$ cat src/rtl/list_sum_pkg.sv
// rtl/list_sum_pkg.sv - state encoding and node layout shared by the list summation engine
package list_sum_pkg;

  typedef enum logic [1:0] {
    IDLE,
    VAL,
    NXT,
    DONE
  } state_t;

  localparam int NULL_PTR = 0;
  localparam int VAL_OFS  = 0;
  localparam int NXT_OFS  = 1;

endpackage

$ cat src/rtl/sat_accumulator.sv
// rtl/sat_accumulator.sv - unsigned accumulator with sticky carry flag and optional clamp at all-ones
module sat_accumulator #(
  parameter int DATA_W   = 32,
  parameter int SATURATE = 0
) (
  input  logic              clk,
  input  logic              rst,
  input  logic              clear,
  input  logic              add_en,
  input  logic [DATA_W-1:0] addend,
  output logic [DATA_W-1:0] sum,
  output logic              overflow
);

  logic [DATA_W:0] wide;

  assign wide = {1'b0, sum} + {1'b0, addend};

  // Once clamped, any further nonzero addend carries again, so the clamp holds by itself.
  always_ff @(posedge clk or negedge rst) begin
    if (!rst) begin
      sum      <= '0;
      overflow <= 1'b0;
    end else if (clear) begin
      sum      <= '0;
      overflow <= 1'b0;
    end else if (add_en) begin
      if (wide[DATA_W]) begin
        overflow <= 1'b1;
        sum      <= (SATURATE != 0) ? '1 : wide[DATA_W-1:0];
      end else begin
        sum <= wide[DATA_W-1:0];
      end
    end
  end

endmodule

$ cat src/rtl/list_sum_engine.sv
// rtl/list_sum_engine.sv - walks a linked list in synchronous-read memory and sums the node values
module list_sum_engine
  import list_sum_pkg::*;
#(
  parameter int DATA_W    = 32,
  parameter int ADDR_W    = 8,
  parameter int MAX_NODES = 256,
  parameter int SATURATE  = 0
) (
  input  logic                           clk,
  input  logic                           rst,
  input  logic                           start,
  input  logic                           abort,
  input  logic [ADDR_W-1:0]              head_addr,
  output logic                           mem_rd,
  output logic [ADDR_W-1:0]              mem_addr,
  input  logic [DATA_W-1:0]              mem_rdata,
  output logic                           busy,
  output logic                           done,
  output logic [DATA_W-1:0]              sum,
  output logic [$clog2(MAX_NODES+1)-1:0] node_count,
  output logic                           overflow,
  output logic                           err_loop,
  output logic                           aborted
);

  localparam int CNT_W = $clog2(MAX_NODES + 1);

  state_t            state, state_nxt;
  logic [ADDR_W-1:0] ptr, ptr_nxt;
  logic [ADDR_W-1:0] nxt;
  logic              start_ok;
  logic              at_limit;
  logic              nxt_null;

  assign nxt      = mem_rdata[ADDR_W-1:0];
  assign nxt_null = (nxt == ADDR_W'(NULL_PTR));
  assign start_ok = (state == IDLE) && start;
  assign at_limit = ((node_count + CNT_W'(1)) == CNT_W'(MAX_NODES));
  assign busy     = (state == VAL) || (state == NXT);
  assign done     = (state == DONE);

  always_comb begin
    state_nxt = state;
    ptr_nxt   = ptr;
    mem_rd    = 1'b0;
    mem_addr  = '0;
    case (state)
      IDLE: begin
        if (start) begin
          if (head_addr == ADDR_W'(NULL_PTR)) begin
            state_nxt = DONE;
          end else begin
            mem_rd    = 1'b1;
            mem_addr  = head_addr + ADDR_W'(VAL_OFS);
            ptr_nxt   = head_addr;
            state_nxt = VAL;
          end
        end
      end
      VAL: begin
        if (abort) begin
          state_nxt = DONE;
        end else begin
          mem_rd    = 1'b1;
          mem_addr  = ptr + ADDR_W'(NXT_OFS);
          state_nxt = NXT;
        end
      end
      NXT: begin
        if (abort || nxt_null || at_limit) begin
          state_nxt = DONE;
        end else begin
          mem_rd    = 1'b1;
          mem_addr  = nxt + ADDR_W'(VAL_OFS);
          ptr_nxt   = nxt;
          state_nxt = VAL;
        end
      end
      DONE:    state_nxt = IDLE;
      default: state_nxt = IDLE;
    endcase
  end

  // Abort wins over the loop limit when both land on the same NXT cycle.
  always_ff @(posedge clk or negedge rst) begin
    if (!rst) begin
      state      <= IDLE;
      ptr        <= '0;
      node_count <= '0;
      err_loop   <= 1'b0;
      aborted    <= 1'b0;
    end else begin
      state <= state_nxt;
      ptr   <= ptr_nxt;
      if (start_ok) begin
        node_count <= '0;
        err_loop   <= 1'b0;
        aborted    <= 1'b0;
      end else if (state == NXT) begin
        node_count <= node_count + CNT_W'(1);
        if (abort)
          aborted <= 1'b1;
        else if (!nxt_null && at_limit)
          err_loop <= 1'b1;
      end else if ((state == VAL) && abort) begin
        aborted <= 1'b1;
      end
    end
  end

  sat_accumulator #(
    .DATA_W   (DATA_W),
    .SATURATE (SATURATE)
  ) u_acc (
    .clk      (clk),
    .rst      (rst),
    .clear    (start_ok),
    .add_en   (state == VAL),
    .addend   (mem_rdata),
    .sum      (sum),
    .overflow (overflow)
  );

endmodule
$ cat config.mk
export PLATFORM = sky130hd
export DESIGN_NAME = list_sum_engine
export DESIGN_NICKNAME = d
export VERILOG_FILES = /design/src/rtl/list_sum_pkg.sv /design/src/rtl/sat_accumulator.sv /design/src/rtl/list_sum_engine.sv
export SDC_FILE = /design/constraint.sdc
export NUM_CORES = 1
export LEC_CHECK = 0
export BUFFER_PORTS_ARGS = -buffer_cell sky130_fd_sc_hd__buf_2
export CORE_MARGIN = 8
export CORE_UTILIZATION = 61
export CTS_BUF_LIST = sky130_fd_sc_hd__clkbuf_8
export DETAILED_ROUTE_END_ITERATION = 10
export PLACE_DENSITY = 0.89
export SYNTH_ARGS = -nofsm -noshare
export SYNTH_HDL_FRONTEND = slang
export SYNTH_SLANG_ARGS = --single-unit
$ cat constraint.sdc
create_clock -name clk -period 6.8 [get_ports clk]
set_clock_uncertainty 0.15 [all_clocks]
set_input_delay 0.68 -clock clk [delete_from_list [all_inputs] [get_ports clk]]
set_output_delay 0.68 -clock clk [all_outputs]
set_load 0.01 [all_outputs]
Word-level counts from Yosys, hierarchy flattened
Index checks and enable logic that the tools add are counted.
Storage, ports and cells
  flip-flop bits (word level): 54
  input port bits: 44
  output and inout bits: 55
  logic and storage cells: 73
Cells by class
  add/sub/neg operators: 3
  equality and inequality tests: 9
  multiplexer cells: 34
  reduce and logical (&&, ||, !) cells: 20
Operators with widths (number)
  $mux 32: 2
  $mux 8: 7
  $add 32x32->33: 1
  $pmux 8 s3: 1
  $mux 9: 2
  $logic_not 8->1: 2
  $mux 1: 16
  $pmux 8 s2: 1
  $reduce_bool 2->1: 5
  $add 9x1->9 const B: 1
  $eq 9x9->1 const B: 1
  $add 8x1->8 const B: 1
  $pmux 2 s4: 1
  $mux 2: 3
  $ne 2x2->1 const B: 3
  $eq 2x2->1 const B: 2
  $reduce_and 2->1: 2
  $reduce_and 4->1: 1
  $logic_and 1x1->1: 3
  $logic_or 1x1->1: 3
  $ne 3x3->1 const B: 1
  $pmux 1 s3: 1
  $reduce_and 3->1: 1
  $reduce_bool 3->1: 1
  other kinds (4): 4

Longest topological paths before layout
Gate-level depths: netlist of the first run.
  depth after elaboration: 7
  depth in mapped cells: 11
  gate-level depth less buffers: 11

Hierarchy
From an unflattened synthesis of the first run, not the netlist that was laid out.
Unflattened totals
  cells, all modules: 496
  area total of the unflattened synthesis: 4449.3 um^2
By module, submodules not included
  sat_accumulator: instances 1, cells each 345, area an instance 3001.6 um^2, sequential area each 825.8 um^2
  list_sum_engine: instances 1, cells each 151, area an instance 1447.6 um^2, sequential area each 525.5 um^2

Worst setup path after synthesis of the first run
OpenSTA, ideal clock, no wires.
  path kind: input to register
  start point: in mem_rdata[10]
  end point: reg u_acc.sum[31]
  library setup time: 136 ps
  arrival: 2510 ps
  data required time: 6514 ps
  setup slack: 4003 ps
  cell stages on the path: 10
  path buffers: 1
  cell sequence: ha_1 > buf_6 > a21o_4 > nor3_2 > a2111o_1 > a31o_4 > a311oi_2 > or4_1 > nand3_1 > a21oi_1
Between the ends
  longest elaborated chain between the ends: 3
RTL lines
  start, declared: RTL line list_sum_engine.sv:17  | input logic [DATA_W-1:0] mem_rdata,
  $add 32x32->33: RTL line sat_accumulator.sv:17  | assign wide = {1'b0, sum} + {1'b0, addend};
  $mux 32: RTL line sat_accumulator.sv:27  | end else if (add_en) begin
  $mux 32: RTL line sat_accumulator.sv:24  | end else if (clear) begin
  end signal, assigned: RTL line sat_accumulator.sv:30  | sum <= (SATURATE != 0) ? '1 : wide[DATA_W-1:0];
  end signal, assigned: RTL line sat_accumulator.sv:32  | sum <= wide[DATA_W-1:0];
  end, declared: RTL line sat_accumulator.sv:11  | output logic [DATA_W-1:0] sum,
No other way between the ends. The select of a mux whose other input is x is not followed.
A chain may end at the register's enable or synchronous reset.

Worst setup path in the final report of the first run
  start point: reg node_count[4]
  end point: out mem_addr[0]
Between the ends
  longest elaborated chain between the ends: 5
RTL lines
  start, declared: RTL line list_sum_engine.sv:21  | output logic [$clog2(MAX_NODES+1)-1:0] node_count,
  start signal, assigned: RTL line list_sum_engine.sv:101  | node_count <= node_count + CNT_W'(1);
  $add 9x1->9: RTL line list_sum_engine.sv:39  | assign at_limit = ((node_count + CNT_W'(1)) == CNT_W'(MAX_NODES));
  $eq 9x9->1: RTL line list_sum_engine.sv:39
  $logic_or 1x1->1: RTL line list_sum_engine.sv:71  | if (abort || nxt_null || at_limit) begin
  $mux 8: RTL line list_sum_engine.sv:71
  $pmux 8 s3: RTL line list_sum_engine.sv:48  | case (state)
  end, declared: RTL line list_sum_engine.sv:16  | output logic [ADDR_W-1:0] mem_addr,
No other way between the ends.

==> results.cfg, run 1 <==
[finish]
seqCellArea_mm2 = 0.001351
antennaDiodeCount = 0
final_area_mm2 = 0.005049
final_nets = 696
multi_input_area_mm2 = 0.002880
fill_cells = 587
final_cell_mix = 98 x buf_2, 57 x nor2_1, 54 x dfrtp_1
syn2layout_area_growth_pct = 14.79
final_common_cell = buf_2
drive_gt1_share_pct = 19.74

[die]
io_pins = 99
die_h_um = 100.9
rows = 31
dieWidth_um = 100.9
core-area_mm2 = 0.007098
initial_utilization_pct = 61.96
die_area_mm2 = 0.01018

[power_and_ir_drop]
cellPowerDensity_mw_per_mm2 = 439.0
ir_worst_vdd_mv = 0.2504
p_total_mw = 2.216
p_leak_nw = 2.491

[grt]
use_met3_pct = 4.144
grt_max_degree = 55
grt-busiest-layer = met2
grtUsageMet1_pct = 28.60
grt-ovfl-total = 0
antenna_found_initial = 0
grt_usage_pct = 23.86
grt_first_pass_wirelength_mm = 20.04
grt_pass1_vias = 4401
use_met2_pct = 41.57

[worst_setup_path]
slowest_delay_ns = 0.47
critPathLaunchType = register
end_kind = primary output
worst_path_max_delay_cell = dfrtp_1
criticalPathCategory = register to primary output
path_buf_inv = 1
crit_path_max_fanout = 10
worst_ep_arrival_time_ns = 2.41
path_cells = nor4_1 -> nand4_1 -> o41ai_1 -> nand3_1 -> and3_1 -> a222oi_1 -> nor2_1 -> buf_2
cpLargestDelayFamily = simple AND/OR/NAND/NOR gates
regToRegSetupSlack_ns = 4.07
worstPathRequired_ns = 5.97

[placed_design]
place_congestion = 0.9334
hpwl_mm = 9.161
place_area_mm2 = 0.004955
place_ws_ns = 3.709
io_buffers = 98

[route]
dr.pass1.iters = 7
avgViaCountPerCell = 6.146
first_iter_violations = 300
dr_total_vias = 4376
ant_nets = 0
drc_errors = 0
wl_per_cell_um = 17.06
routed_wl_mm = 12.15

[synth]
synthTopCellsByArea = dfrtp_1 31%, ha_1 11%, a21oi_1 5.8%, nor2_1 4.9%, xnor2_1 3.8%
ys_async_sr_fraction_pct = 100.0
synth.top_cell.area_share_pct = 30.73
synth_top_area_cell = dfrtp_1
ys_seq_area_share_pct = 30.73
synthCells = 522
ys_types = 60
synth_seq_cells = 54
syn_nets = 606
yosysWarnings = 0
netlist_area_mm2 = 0.004398
synth_flop_cell = dfrtp_1
synth_edf_count = 0
syn_avg_cell_area_um2 = 8.425

[worst_hold_path]
hold_class = input port to asynchronous set/reset pin

[clock_tree]
cts_sinks = 54
clockBufferDepth = 2
cts_root_buf = clkbuf_8
clk_latency_ns = 0.32
cts_hold_buf = 0
cts_tree = yes
numCtsBuffers = 5
cts-resized-gates = 0
clkTransAtPathRegs_ns = 0.11
h-tree-depth = 2
post-cts-setup-buffers = 0

[sta]
rsz0062_at_grt = no
fin_setup_tns_ns = 0
hold_viol_final = 0
fmax_mhz = 308.9
maxSlewViolCount = 0
final.min_clock_period_ns = 3.238
worst_slew_pin_slew_ns = 0.7100
setup_ws_ns = 3.562
post-route-period-util_pct = 47.61
hold_slack_ns = 0.2927
setup_violations = 0
relSlewSlack_pct = 52.66

[run_status]
status = finished clean

[job]
maxCapViolCount = 0
[sequential cells by signal (all words and copies together), names as in the netlist]
register        count
node_count          9
err_loop            1
state               2
aborted             1
u_acc.overflow      1
ptr                 8
u_acc.sum          32
[cells in the mapped netlist, types with 2 or more instances]
library cell and number:
and2_1 6, mux2i_1 13, nand3_1 20, o211ai_1 3
a311oi_2 2, clkbuf_1 7, o21ai_0 24, o21a_1 7
a211oi_1 8, nor2b_1 6, o21bai_1 6, o31a_1 2
nand4_1 11, or2_1 2, dfrtp_1 54, a31oi_1 4
o22ai_1 12, nor4_1 6, a21o_1 12, xnor2_1 19
nor3_1 7, or3_1 4, nor3b_1 2, inv_1 22
buf_2 4, xor2_1 16, o21ai_1 8, ha_1 39
nor2_1 57, a222oi_1 8, buf_1 6, a21oi_1 51
nand2_1 44, a21boi_1 2, and3_1 2, nand2b_1 2
[worst register-to-register path, cell delays in order (launching register included)]
cell and delay (ns):
dfrtp_1 0.42, ha_1 0.37, a21o_1 0.21, nand3_1 0.08, a21oi_1 0.09, a211oi_2 0.42, a311oi_2 0.19, or4_1 0.53
nand3_1 0.09, a21oi_1 0.07
[area by class of cell]
type	instances	share of cell area (%)
multi-input combinational	427	57.05
timing repair buffer	101	10.16
clock buffer	5	1.363
sequential	54	26.77
clock inverter	3	0.4957
tap	99	2.454
inverter	23	1.710
[through the flow]
| step | utilization, % | cells |
|---|---|---|
| floorplan | - | 522 |
| global placement | 69.80 | 704 |
| detailed placement | 69.80 | 704 |
| CTS | 71.13 | 712 |
| global route | 71.13 | 712 |
| finish | 71.13 | 712 |
[per-layer routing]
layer,vias to the layer above,share of wire [%]
li1,2095,-
met5,-,0
met1,2062,41
met3,26,7.7
met2,193,49
met4,0,2.1
[cell families (layout without fill, tap and decap cells)]
| logic type | after synthesis | after routing | share of synthesized area, % |
|---|---|---|---|
| muxes | 14 | 14 | 3.300 |
| adders and majority gates | 40 | 40 | 11.55 |
| buffers and inverters | 41 | 132 | 3.784 |
| and+or+nand+nor | 172 | 172 | 18.24 |
| DFF | 54 | 54 | 30.73 |
| xor gates and xnor gates | 35 | 35 | 6.970 |
| AOI/OAI and AO/OA | 166 | 166 | 25.43 |
[report_power, final]
part           internal [mW]  switching [mW]  total [mW]
combinational          0.602           0.874        1.48
sequential             0.443           0.102       0.545
clock                 0.0748           0.121       0.196
[worst paths after layout]
path	startpoint	end	cells after the start
setup / recovery	node_count[4]	mem_addr[0]	8
hold / removal	rst	u_acc.sum[29]	2
setup reg to reg	u_acc.sum[14]	u_acc.sum[31]	9
hold reg to reg	u_acc.sum[22]	u_acc.sum[22]	2
max in group asynchronous	rst	aborted	2
min in group clk	u_acc.sum[22]	u_acc.sum[22]	2
Note: power is estimated with default switching activity, not from simulation.
==> run 2: changes to the inputs <==
Settings changed: CORE_UTILIZATION 61 to 51, PLACE_DENSITY 0.89 to 0.79.
Clock period 6.8 ns to 2.95 ns, I/O delays scaled along.
==> run 2 against run 1 <==
Compared with the run above:
- final cell count increased by 2.2%
- clock-buffer cell count increased by 1
- sequential share of layout area decreased by 0.32 points
- clock power increased by 130%
- global-route usage decreased by 2.6 points
- die area increased by 16%
- first-iteration DRC count decreased by 7.7%
- critical path depth increased by 3
- core utilization decreased by 11 points
==> results.cfg, run 2 (synthesis gave the netlist of run 1 again) <==
[run_status]
status = finished clean

[finish]
largest_reg_flops = 32
fill_cells = 772
final_nets = 703
largest_register = u_acc.sum
final_cells = 728
final_common_cell = buf_2
antennaDiodeCount = 0
largest_registers = u_acc.sum: 32 flops, node_count: 9 flops, ptr: 8 flops
final_cell_mix = 98 x buf_2, 57 x nor2_1, 52 x dfrtp_1
drive_gt1_share_pct = 20.81
fin_util_pct = 59.88
syn2layout_area_growth_pct = 16.42

[clock_tree]
cts_tree = yes
h-tree-depth = 2
clk_latency_ns = 0.32
cts_root_buf = clkbuf_8
cts_sinks = 54
clockBufferDepth = 2
numCtsBuffers = 5
clkTransAtPathRegs_ns = 0.10

[route]
first_iter_violations = 277
avgViaCountPerCell = 6.025
routed_wl_mm = 12.46
wl_per_cell_um = 17.12
ant_nets = 0
dr.pass1.iters = 5
dr_total_vias = 4386
drc_errors = 0

[job]
maxCapViolCount = 0

[grt]
grt_usage_pct = 21.28
grtUsageMet1_pct = 26.53
grt_first_pass_wirelength_mm = 20.67
use_met2_pct = 36.61
grt-busiest-layer = met2
grt_max_degree = 38
grt_pass1_vias = 4383
antenna_found_initial = 0
grt-ovfl-total = 0
use_met3_pct = 4.196

[die]
rows = 34
io_pins = 99
initial_utilization_pct = 51.43
die_h_um = 108.9
core-area_mm2 = 0.008551
die_area_mm2 = 0.01185
dieWidth_um = 108.9

[sta]
fmax_mhz = 364.0
final.min_clock_period_ns = 2.747
fin_setup_tns_ns = 0
rsz0062_at_grt = no
setup_violations = 0
worst_slew_pin_slew_ns = 0.6622
post-route-period-util_pct = 93.13
maxSlewViolCount = 0
relSlewSlack_pct = 55.69
hold_viol_final = 0

[worst_setup_path]
regToRegSetupSlack_ns = 0.20
end_kind = register
worstReg2RegEnd = u_acc.sum[18]
worst_ep_arrival_time_ns = 2.82
rr_worst_depth = 11
worstReg2RegStart = u_acc.sum[0]
worstPathRequired_ns = 3.03
critPathLaunchType = register
crit_end = u_acc.sum[18]
criticalPathCategory = register to register
setup.worst_path.start = u_acc.sum[0]
crit_path_max_fanout = 4

[power_and_ir_drop]
p_leak_nw = 2.527
ir_worst_vdd_mv = 0.4715
cellPowerDensity_mw_per_mm2 = 1004
p_total_mw = 5.141

[placed_design]
io_buffers = 98
dp.cells = 719
hpwl_mm = 9.640
place_congestion = 0.9280

[worst_hold_path]
hold_class = input port to register
min_from = head_addr[6]
-- run 2: layout make-up --
| class | count | area (µm²) | area share, % |
|---|---|---|---|
| multi-input combinational | 427 | 2885 | 56.35 |
| sequential | 54 | 1354 | 26.44 |
| timing repair buffer | 108 | 568.0 | 11.09 |
| tap | 108 | 135.1 | 2.639 |
| inverter | 23 | 86.33 | 1.686 |
| clock buffer | 6 | 82.58 | 1.613 |
| clock inverter | 2 | 8.758 | 0.1711 |
-- run 2: per-stage QoR --
| stage | instance area [µm²] | hold slack [ns] | setup slack (ns) |
|---|---|---|---|
| final | 5120 | 0.1283 | 0.2025 |
| after global routing | 5120 | 0.1358 | 0.001100 |
| after CTS | 5112 | 0.1209 | 0.06781 |
| after floorplan | 4398 | -0.1506 | 0.4224 |
| after global placement | 5011 | 0.1367 | 0.3013 |
| after detailed placement | 5011 | 0.1481 | 0.1984 |
-- run 2: what timing repair did --
item	4_1_cts	5_1_grt
hold buffers	1	0
buffers inserted	0	0
gates resized for setup	0	4
endpoints found under the setup margin	0	8
endpoints found under the hold margin	20	0
-- run 2: routing by layer --
| layer | vias up | share of wire, % |
|---|---|---|
| met1 | 2076 | 43 |
| met5 | - | 0 |
| li1 | 2113 | - |
| met4 | 0 | 1.4 |
| met3 | 17 | 7.0 |
| met2 | 180 | 49 |
-- run 2: where the power goes --
| group | switching, mW | internal [mW] | total, mW | leakage, nW |
|---|---|---|---|---|
| registers | 0.237 | 1.02 | 1.26 | 0.674 |
| clock network | 0.255 | 0.187 | 0.442 | 0.0524 |
| logic | 2.01 | 1.43 | 3.44 | 1.80 |
-- run 2: worst max-delay path: stages, from the launching register on --
cell and delay, ns:
dfrtp_1 0.42, ha_1 0.21, inv_1 0.07, fa_1 0.18, nor2b_1 0.07, o31a_1 0.29
o31ai_2 0.24, nand2_1 0.18, or2_1 0.29, a21boi_1 0.15, xnor2_1 0.15, a211oi_1 0.25
-- run 2: worst min-delay path by stage --
stage                          endpoint  cells past startpoint
after floorplan                 aborted                      0
after global placement    u_acc.sum[29]                      1
after detailed placement  u_acc.sum[29]                      1
after CTS                        ptr[6]                      3
after global routing             ptr[2]                      3
final                            ptr[6]                      3
==> run 3: changes to the inputs <==
Settings changed: ABC_AREA from default to 1, CORE_UTILIZATION 51 to 52, SLEW_MARGIN from default to 20.
==> run 3 against run 2 <==
Compared with the run above:
- sequential share of layout area is 3.1 points lower
- sequential power is 3% higher
- fmax is 1.1% higher
- sequential cell count stayed put
- synthesized cell count is 52% higher
- highest routed layer unchanged
- largest cell class unchanged
==> results.cfg, run 3 <==
[sta]
rsz0062_at_grt = no
hold_slack_ns = 0.1350
post-route-period-util_pct = 92.11
maxSlewViolCount = 0
worst_slew_pin_slew_ns = 0.6023
setup_violations = 0
fin_setup_tns_ns = 0
fmax_mhz = 368.0
final.min_clock_period_ns = 2.717
relSlewSlack_pct = 59.85
hold_viol_final = 0

[placed_design]
place_congestion = 0.9792
hpwl_mm = 11.91
io_buffers = 98
place_area_mm2 = 0.005652

[route]
dr.pass1.iters = 5
ant_nets = 0
routed_wl_mm = 14.52
first_iter_violations = 427
avgViaCountPerCell = 5.287
dr_total_vias = 5440
wl_per_cell_um = 14.11
drc_errors = 0

[grt]
antenna_found_initial = 0
grt-ovfl-total = 0
grt_pass1_vias = 5174
grt_usage_pct = 22.32
grt_max_degree = 33
grt_first_pass_wirelength_mm = 24.07

[worst_setup_path]
worst_path_max_delay_cell = dfrtp_1
worstReg2RegStart = state[0]
crit_path_max_fanout = 15
rr_worst_depth = 8
worstReg2RegEnd = u_acc.sum[4]
critPathLaunchType = register
path_cells = inv_1 -> ha_1 -> nand2_1 -> inv_2 -> a32oi_1 -> a21oi_1 -> buf_2
criticalPathCategory = register to primary output
setup.worst_path.start = state[0]
slowest_delay_ns = 0.46
end_kind = primary output
worst_ep_arrival_time_ns = 2.27
regToRegSetupSlack_ns = 0.63
worstPathRequired_ns = 2.51

[synth]
synth.most_common_cell = nand2_1
synth_common_cells = 265 x nand2_1, 111 x inv_1, 64 x nor2_1
synthTopCellsByArea = dfrtp_1 27%, nand2_1 20%, ha_1 9.8%, inv_1 8.4%, o21ai_0 6.2%
ys_types = 41
synth.top_cell.area_share_pct = 27.09
yosysWarnings = 0
synth_edf_count = 0
synth_seq_cells = 54
synthCells = 796
syn_avg_cell_area_um2 = 6.265
syn_nets = 880
ys_seq_area_share_pct = 27.09
synth_top_area_cell = dfrtp_1
netlist_area_mm2 = 0.004987
synth_flop_cell = dfrtp_1
ys_async_sr_fraction_pct = 100.0

[die]
dieWidth_um = 113.9
core-area_mm2 = 0.009284
die_area_mm2 = 0.01298
initial_utilization_pct = 53.72
die_h_um = 113.9
rows = 35
io_pins = 99

[clock_tree]
h-tree-depth = 2
cts_root_buf = clkbuf_8
clkTransAtPathRegs_ns = 0.10
clockBufferDepth = 2
cts_tree = yes
clk_latency_ns = 0.33
cts-resized-gates = 0
numCtsBuffers = 5
post-cts-setup-buffers = 0
cts_sinks = 54
cts_hold_buf = 1

[run_status]
status = finished clean

[power_and_ir_drop]
p_leak_nw = 3.268
ir_worst_vdd_mv = 0.4642
cellPowerDensity_mw_per_mm2 = 932.0

[finish]
final_cell_mix = 265 x nand2_1, 111 x inv_1, 98 x buf_2
largest_register = u_acc.sum
final_common_cell = nand2_1
syn2layout_area_growth_pct = 15.86
antennaDiodeCount = 0
drive_gt1_share_pct = 15.44
largest_registers = u_acc.sum: 32 flops, node_count: 9 flops, ptr: 8 flops
final_nets = 983
final_area_mm2 = 0.005778
largest_reg_flops = 32

[worst_hold_path]
hold_class = input port to register
min_to = state[0]
min_from = abort
min_path_cells = 3

[job]
maxCapViolCount = 0
## run 3: changes by cell type after synthesis, sizes merged, moves of 12 or more
cell and delta:
mux2i -13, inv +90, xnor2 -19, nor2 +12, nand2 +233, a21o -12, nand3 +35, o21ai +33
## run 3: logic make-up (layout without fill, tap and decap cells)
logic type / Yosys count / in the layout / synth area share (%)
xor gates and xnor gates: 5 / 5 / 0.8780
DFF: 54 / 54 / 27.09
AOI/OAI and AO/OA: 139 / 139 / 15.03
adders and majority gates: 40 / 40 / 10.19
buffers and inverters: 123 / 227 / 9.282
and+or+nand+nor: 435 / 435 / 37.53
## run 3: per-stage QoR
stage | util, % | power [mW] | std cells | setup slack [ns]
floorplan | - | 3.763 | 796 | 0.9060
global placement | 60.88 | 4.797 | 1020 | 0.6548
detailed placement | 60.88 | 4.840 | 1020 | 0.6057
CTS | 62.24 | 5.397 | 1029 | 0.2582
global route | 62.24 | 5.947 | 1029 | 0.04510
finish | 62.24 | 5.385 | 1029 | 0.2327
## run 3: per-layer routing
| layer | global-route usage [%] | vias up | wire (µm) |
|---|---|---|---|
| li1 | - | 2772 | - |
| met1 | 27.67 | 2482 | 6531 |
| met2 | 38.96 | 167 | 6864 |
| met3 | 3.803 | 19 | 867 |
| met4 | 5.856 | 0 | 258 |
| met5 | 0 | - | 0 |
## run 3: critical path, delay by kind of cell, from the launching register on
kind            cells  cell delay [ns]
simple gates        1             0.44
flops               1             0.46
buf+inv             3             0.48
fa+ha+maj           1             0.24
compound gates      2             0.35
## run 3: layout make-up
type                            count  area [µm²]
Fill cell                         964        3506
Multi-Input combinational cell    619        3176
Sequential cell                    54        1351
Timing Repair Buffer              105       545.5
Inverter                          114       427.9
Tap cell                          129       161.4
Clock buffer                        5       68.82
Clock inverter                      3       47.55
## run 3: report_power, final
group          switching [mW]  internal (mW)
clock                   0.280          0.258
sequential              0.263           1.04
combinational            2.31           1.23
## run 3: worst max path at each step
stage,end,slack (ns),cells past startpoint
2_1_floorplan,mem_addr[0],0.91,8
3_3_place_gp,mem_addr[5],0.65,7
3_5_place_dp,mem_addr[5],0.61,7
4_1_cts,mem_addr[5],0.26,7
5_1_grt,mem_addr[7],0.05,9
6_report,mem_addr[5],0.23,7
